$ cat config.mk
export PLATFORM = sky130hd
export DESIGN_NAME = data_mem_responder_flat
export DESIGN_NICKNAME = d
export VERILOG_FILES = /design/src/rtl/data_mem_responder_if.sv /design/src/rtl/data_mem_responder.sv /design/src/flat_wrapper.sv
export SDC_FILE = /design/constraint.sdc
export NUM_CORES = 2
export LEC_CHECK = 0
export ABC_AREA = 1
export CORE_MARGIN = 2
export CORE_UTILIZATION = 50
export CTS_CLUSTER_SIZE = 16
export DETAILED_ROUTE_END_ITERATION = 6
export PLACE_DENSITY_LB_ADDON = 0.25
export SLEW_MARGIN = 40
export SYNTH_ARGS = -nofsm -noshare
export SYNTH_HDL_FRONTEND = slang
export SYNTH_SLANG_ARGS = --single-unit
$ cat constraint.sdc
create_clock -name clk -period 6.5 [get_ports clk]
set_clock_uncertainty 0.05 [all_clocks]
set_input_delay 1.3 -clock clk [delete_from_list [all_inputs] [get_ports clk]]
set_output_delay 1.3 -clock clk [all_outputs]
set_load 0.1 [all_outputs]
$ cat src/rtl/data_mem_responder_if.sv
// Core data-port bundle: memory-stage access in, load data back.
interface data_mem_if;
  logic        MemRead;
  logic        MemWrite;
  logic [31:0] RWAddress;
  logic [31:0] WriteData;
  logic [31:0] MemData;

  modport master (output MemRead, output MemWrite, output RWAddress, output WriteData,
                  input MemData);
  modport slave  (input MemRead, input MemWrite, input RWAddress, input WriteData,
                  output MemData);
endinterface

$ cat src/rtl/data_mem_responder.sv
// Data-port responder: word RAM plus an MMIO page with GPIO, timer/compare
// and sticky status / first-fault address capture.
module data_mem_responder #(
  parameter logic [31:0] RAM_BASE   = 32'h1001_0000,
  parameter int unsigned RAM_WORDS  = 64,
  parameter logic [31:0] IO_BASE    = 32'h1001_0400,
  parameter int unsigned GPIO_WIDTH = 8
) (
  input  logic                  clk,
  input  logic                  rst,
  data_mem_if.slave             bus,
  input  logic [GPIO_WIDTH-1:0] gpio_in,
  output logic [GPIO_WIDTH-1:0] gpio_out,
  output logic                  timer_irq,
  output logic                  bus_err
);

  localparam int unsigned AW      = $clog2(RAM_WORDS);
  localparam logic [32:0] RAM_END = {1'b0, RAM_BASE} + 33'(4 * RAM_WORDS);
  localparam logic [32:0] IO_END  = {1'b0, IO_BASE} + 33'd32;

  logic [31:0]           mem [RAM_WORDS];
  logic [GPIO_WIDTH-1:0] gpio_q, gpio_d;
  logic [GPIO_WIDTH-1:0] sync1, sync2;
  logic [31:0]           count_q, count_d;
  logic [31:0]           cmp_q, cmp_d;
  logic [2:0]            status_q, status_d;
  logic [31:0]           err_addr_q, err_addr_d;

  logic          aligned, ram_hit, io_hit, mapped, access, conflict, fault;
  logic          wr_ok, ram_we, io_we;
  logic [AW-1:0] ram_idx;
  logic [2:0]    io_idx;
  logic [31:0]   io_rdata;

  // Address decode and access classification
  assign aligned  = (bus.RWAddress[1:0] == 2'b00);
  assign ram_hit  = ({1'b0, bus.RWAddress} >= {1'b0, RAM_BASE}) && ({1'b0, bus.RWAddress} < RAM_END);
  assign io_hit   = ({1'b0, bus.RWAddress} >= {1'b0, IO_BASE}) && ({1'b0, bus.RWAddress} < IO_END);
  assign mapped   = ram_hit | io_hit;
  assign access   = bus.MemRead | bus.MemWrite;
  assign conflict = bus.MemRead & bus.MemWrite;
  assign fault    = (access && (!aligned || !mapped)) || conflict;
  assign wr_ok    = bus.MemWrite && aligned && mapped;
  assign ram_we   = wr_ok && ram_hit;
  assign io_we    = wr_ok && io_hit;
  assign ram_idx  = AW'((bus.RWAddress[AW+1:0] - RAM_BASE[AW+1:0]) >> 2);
  assign io_idx   = 3'((bus.RWAddress[4:0] - IO_BASE[4:0]) >> 2);

  always_comb begin
    io_rdata = '0;
    case (io_idx)
      3'd0:    io_rdata = 32'(gpio_q);
      3'd1:    io_rdata = 32'(sync2);
      3'd2:    io_rdata = count_q;
      3'd3:    io_rdata = cmp_q;
      3'd4:    io_rdata = 32'(status_q);
      3'd5:    io_rdata = err_addr_q;
      default: io_rdata = '0;
    endcase
  end

  // Load data is combinational from the current address and pre-edge state
  always_comb begin
    bus.MemData = '0;
    if (bus.MemRead && aligned) begin
      if (ram_hit)     bus.MemData = mem[ram_idx];
      else if (io_hit) bus.MemData = io_rdata;
    end
  end

  // Hardware status sets are applied after W1C so they win the same cycle
  always_comb begin
    gpio_d     = gpio_q;
    count_d    = count_q + 32'd1;
    cmp_d      = cmp_q;
    status_d   = status_q;
    err_addr_d = err_addr_q;
    if (io_we) begin
      case (io_idx)
        3'd0:    gpio_d   = bus.WriteData[GPIO_WIDTH-1:0];
        3'd2:    count_d  = bus.WriteData;
        3'd3:    cmp_d    = bus.WriteData;
        3'd4:    status_d = status_q & ~bus.WriteData[2:0];
        default: ;
      endcase
    end
    if (count_q == cmp_q) status_d[0] = 1'b1;
    if (fault) begin
      status_d[1] = 1'b1;
      if (!status_q[1]) err_addr_d = bus.RWAddress;
    end
    if (conflict) status_d[2] = 1'b1;
  end

  always_ff @(posedge clk) begin
    if (rst) begin
      gpio_q     <= '0;
      sync1      <= '0;
      sync2      <= '0;
      count_q    <= '0;
      cmp_q      <= '1;
      status_q   <= '0;
      err_addr_q <= '0;
    end else begin
      gpio_q     <= gpio_d;
      sync1      <= gpio_in;
      sync2      <= sync1;
      count_q    <= count_d;
      cmp_q      <= cmp_d;
      status_q   <= status_d;
      err_addr_q <= err_addr_d;
    end
  end

  // RAM has no reset; a store coinciding with reset is dropped
  always_ff @(posedge clk) begin
    if (!rst && ram_we) mem[ram_idx] <= bus.WriteData;
  end

  assign gpio_out  = gpio_q;
  assign timer_irq = status_q[0];
  assign bus_err   = status_q[1];

endmodule

$ cat src/flat_wrapper.sv
// flat-port wrapper written by rule: the top's interface ports become plain ports
module data_mem_responder_flat 
#(
  parameter logic [31:0] RAM_BASE   = 32'h1001_0000,
  parameter int unsigned RAM_WORDS  = 64,
  parameter logic [31:0] IO_BASE    = 32'h1001_0400,
  parameter int unsigned GPIO_WIDTH = 8
)
  (clk, rst, gpio_in, gpio_out, timer_irq, bus_err, bus_MemRead, bus_MemWrite, bus_RWAddress, bus_WriteData, bus_MemData);
  data_mem_if bus_i ();
  input  logic clk;
  input  logic rst;
  input  logic [GPIO_WIDTH-1:0] gpio_in;
  output logic [GPIO_WIDTH-1:0] gpio_out;
  output logic timer_irq;
  output logic bus_err;
  input wire logic [$bits(bus_i.MemRead)-1:0] bus_MemRead;
  input wire logic [$bits(bus_i.MemWrite)-1:0] bus_MemWrite;
  input wire logic [$bits(bus_i.RWAddress)-1:0] bus_RWAddress;
  input wire logic [$bits(bus_i.WriteData)-1:0] bus_WriteData;
  output wire logic [$bits(bus_i.MemData)-1:0] bus_MemData;
  assign bus_i.MemRead = bus_MemRead;
  assign bus_i.MemWrite = bus_MemWrite;
  assign bus_i.RWAddress = bus_RWAddress;
  assign bus_i.WriteData = bus_WriteData;
  assign bus_MemData = bus_i.MemData;
  data_mem_responder #(.RAM_BASE(RAM_BASE), .RAM_WORDS(RAM_WORDS), .IO_BASE(IO_BASE), .GPIO_WIDTH(GPIO_WIDTH)) u_core (.clk(clk), .rst(rst), .bus(bus_i), .gpio_in(gpio_in), .gpio_out(gpio_out), .timer_irq(timer_irq), .bus_err(bus_err));
endmodule
==> results summary <==
The flow ran to the end, and the final reports show no timing, DRC or antenna violations. The routability congestion estimate is 0.954. Yosys printed 0 warnings.

For this run, the leading register cell type out of synthesis is sky130_fd_sc_hd__edfxtp_1. TritonCTS built the clock tree. The worst-case clock buffer depth came out at 3. The startpoint class of the critical path is an input port. The total clock buffers created by CTS came out at around 210. The signal on the critical path passes through buf_2 -> inv_2 -> nand2_4 -> buf_4 -> buf_12 -> buf_4 -> o22ai_1 -> o31ai_1 -> o21ai_0 -> nor2_1 -> nand3_1 -> a21oi_1 -> buf_12. In this run the worst hold path is classified as reg -> reg. The pin count of the biggest net entering global routing is 70. The portion of synthesized cell area occupied by the leading cell type came out at 72.9%. In the final routed layout, each cell accounts on average for 31.7 um. The x dimension of the die is ~410 um.

For this block, the routed nets add up to between 200 and 300 mm of wire. Once the floorplan was initialized, standard cells occupied about half of the core. The count of pins on the block boundary came out at around 120. The via count of the first global-routing pass came out at 53,600.

The average via count per standard cell came out at 6.41. Setup repair after global routing left no endpoint under its margin. The placed instance count came out at 8,468. For this run, design rule violations remaining after detail routing come to 0. The area of the core is 167,000 um^2.

The standby leakage power is 32.5 nW. The number of antenna violations at the first check in global routing is 10. The fraction of registers with async set/reset came out at 0%. The mapped cell area came out at 84,400 um^2. For this run, the slowest stage of the critical path takes approximately 0.58 ns.

Summing the areas of all compound-gate instances in the mapped netlist gives 10.3% of the synthesized area. The residual antenna-violating net count after detailed routing is 0. The die is 415 um tall. The clock slew at the register clock pins of the worst setup and hold paths came out at 0.06 ns.

Once the clock tree was built, the resizer swapped 0 gates to a different size. The post-route netlist has 16.1% of its cells at a drive strength greater than 1. For this design, the CTS-stage hold fixing added 0 buffers. The startpoint identified for the worst register-to-register timing path is u_core.count_q[0]. The data required time of the worst path is 5.15 ns. Following the worst setup path forward leads to its endpoint at bus_MemData[8]. Counting buffers and inverters, the worst setup path is 13 cells deep. Among cell families on the critical path, the largest total delay comes from buffers and inverters.

The worst path buffer plus inverter count came out at 6. The post-synthesis instance total came out at ~6,200. On the critical path, the stage with the largest delay is an instance of sky130_fd_sc_hd__o31ai_1. The total number of nets in the final design came out at 6,556. The relative slew slack came out at roughly a third.

The endpoint identified for the worst register-to-register timing path is u_core.count_q[30]. Yosys mapped a number of flops with a built-in enable equal to 2,048. Sorting the synthesized cells by area gives the leading types as sky130_fd_sc_hd__edfxtp_1, sky130_fd_sc_hd__o22ai_1, sky130_fd_sc_hd__nor2_1, sky130_fd_sc_hd__dfxtp_1, sky130_fd_sc_hd__nand2_1.

The total cell area at the placement stage is 91,100 um^2. The hold violation total from the final report is 0. The classification of the worst setup path is in -> out. The number of detailed-route iterations in the first pass came out at 5. The largest fanout on the critical path is 29.

Tracing the worst setup path back leads to its startpoint at bus_RWAddress[3]. The setup slack on the worst flop-to-flop path is 4.05 ns. After global routing the overflow that remains totals 0. Post-CTS timing repair inserted 0 buffers for setup.

The number of port buffers is 117. After synthesis, the largest family of logic cells by area is simple AND/OR/NAND/NOR gates. The H-tree generated during clock tree synthesis spans 4 levels. The final period utilization came out at between 90% and 100%. The most area-hungry cell type in the Yosys netlist is sky130_fd_sc_hd__edfxtp_1. The wire length of the first global-routing pass is between 300 and 400 mm.

The total power divided by cell area is between 200 and 300 nW/um^2. Across the run, the number of max-cap violations was 0. The area of the die came out at 172,000 um^2. The number of nets in the synthesized netlist is 6,257. The count of clock tree sinks is 2,171. A synthesized cell averages 13.7 um^2. The xor/xnor share of the synthesized area is less than 1%. The depth of the worst register-to-register path is 12. The number of slew-limit violations in the final report came out at 0. The layout-stage area growth over the synthesis result is 16.0%. Static timing analysis puts the maximum clock frequency at 0.157 GHz.

The sequential fraction of the synthesis area came out at between 70% and 80%. STA classifies the critical path endpoint as an output port. The post-route non-filler standard cell count is 8,876. The global-route usage over all layers came out at 32.1%. The setup TNS is 0 ns. The portion of synthesized area spent on multiplexers is 0%. Summing the areas of all fa, ha and maj instances in the mapped netlist gives 0.0148% of the synthesized area. Data arrives at the worst endpoint at 5.01 ns.

The initialized floorplan defines 150 standard-cell rows. The placement-stage worst setup slack came out at ~0.33 ns. Across all setup checks in the final design, the least slack found is ~0.14 ns. In this run, synthesis produced a sequential element count of 2,171.

The peak supply drop is 305 uV. The area of all placed cells without fillers is 97,900 um^2. The number of DRC violations after detailed-routing iteration 0 is 9,404. The final critical path time including I/O delays and setup is ~6.4 ns. The distinct cell type count after synthesis came out at 44. The number of setup violations in the final report is 0.

After Yosys synthesis, and, or, nand and nor cells account for 10.4% of the synthesized area. The HPWL after detailed placement came out at 164 mm. The later pin in the worst-skew pair is clocked with a latency of 0.86 ns. The transition time of the tightest slew-check pin is 0.996 ns. The total vias in the final route came out at between 50,000 and 60,000. The final-layout worst hold slack came out at ~0.36 ns. The cell sitting at the root of the clock tree is a sky130_fd_sc_hd__clkbuf_16.
cell usage in the layout (no fill, tap or decap), drive strengths merged, types with 63 or more instances in the layout:
cell	n
buf	426
o2111ai	78
dfxtp	123
nor2	743
clkbuf	267
a21oi	145
o22a	63
nand3	178
or2	262
o21ai	356
o22ai	490
o211ai	78
clkinv	114
edfxtp	2048
nand4	87
inv	247
nand2	565
o31ai	85
cells in the mapped netlist, types with 6 or more instances:
master                      number
sky130_fd_sc_hd__or2_2         262
sky130_fd_sc_hd__nand4_1        86
sky130_fd_sc_hd__buf_2          80
sky130_fd_sc_hd__inv_1         236
sky130_fd_sc_hd__nor3_1         50
sky130_fd_sc_hd__o22ai_1       490
sky130_fd_sc_hd__buf_1          32
sky130_fd_sc_hd__o31ai_1        85
sky130_fd_sc_hd__o2111ai_1      78
sky130_fd_sc_hd__xnor2_1        38
sky130_fd_sc_hd__or3_1           8
sky130_fd_sc_hd__nand3b_1       37
sky130_fd_sc_hd__edfxtp_1     2048
sky130_fd_sc_hd__nand2_1       564
sky130_fd_sc_hd__clkbuf_1      268
sky130_fd_sc_hd__o22a_1         63
sky130_fd_sc_hd__nor2_1        741
sky130_fd_sc_hd__o211ai_1       78
sky130_fd_sc_hd__a21oi_1       145
sky130_fd_sc_hd__o21a_1          6
sky130_fd_sc_hd__a22oi_1        38
sky130_fd_sc_hd__o221ai_1       26
sky130_fd_sc_hd__o21ai_0       356
sky130_fd_sc_hd__nor4_1         12
sky130_fd_sc_hd__nand3_1       173
sky130_fd_sc_hd__dfxtp_1       123
sky130_fd_sc_hd__xor2_1         19
per-layer routing:
| metal | global-route usage, % | part of all wire [%] | vias to the layer above |
|---|---|---|---|
| met5 | 0 | 0.0089 | - |
| li1 | - | - | 23800 |
| met1 | 44.7 | 38 | 28500 |
| met4 | 14.8 | 5.1 | 4 |
| met3 | 6.98 | 12 | 603 |
| met2 | 48.5 | 45 | 4043 |
kinds of logic after synthesis:
logic type | count (synthesis)
buffers and inverters | 623
adders and majority gates | 1
AOI/OAI and AO/OA | 1379
DFF | 2171
and+or+nand+nor | 1949
xor gates and xnor gates | 57
cell type report:
class | count | area (um^2)
clock buffers | 267 | 5620
well taps | 2204 | 2760
repair buffers | 465 | 5010
flip-flops and latches | 2171 | 64000
clock inverters | 132 | 1080
diodes | 8 | 20.0
inverters | 243 | 927
fillers | 12900 | 69500
multi-input cells | 3386 | 18500
worst register-to-register path, delay by kind of cell (launching register included):
| kind | cells | cell delay, ns |
|---|---|---|
| simple gates | 8 | 1.20 |
| flops | 1 | 0.45 |
| fa+ha+maj | 1 | 0.23 |
| xor+xnor | 1 | 0.19 |
| buf+inv | 1 | 0.14 |
| compound gates | 1 | 0.12 |
worst min-delay path by stage:
stage                      endpoint  cells past startpoint  slack [ns]            start
global route        u_core.sync2[3]                      2        0.37  u_core.sync1[3]
detailed placement  u_core.sync2[3]                      2        0.35  u_core.sync1[3]
floorplan           u_core.sync2[0]                      2        0.34  u_core.sync1[0]
global placement    u_core.sync2[1]                      2        0.35  u_core.sync1[1]
CTS                 u_core.sync2[3]                      2        0.35  u_core.sync1[3]
finish              u_core.sync2[3]                      2        0.36  u_core.sync1[3]
flip-flops by register name, summed over array words and instances, names as in the netlist:
signal,cells
u_core.cmp_q,32
u_core.err_addr_q,32
u_core.sync2,8
u_core.sync1,8
u_core.gpio_out,8
u_core.mem,2048
u_core.status_q,3
u_core.count_q,32
stage by stage:
step                power (mW)  utilization [%]
floorplan                 16.3                -
global placement          17.3             54.4
detailed placement        17.3             54.4
CTS                       29.0             58.4
global route              29.6             58.5
finish                    29.0             58.5
where the power goes:
part           switching (mW)  total [mW]  internal, mW
registers             0.00990        15.3          15.3
logic                    1.30        1.75         0.450
clock network            5.30        11.9          6.64
total                    6.60        29.0          22.4
Note: power is estimated with default switching activity, not from simulation.
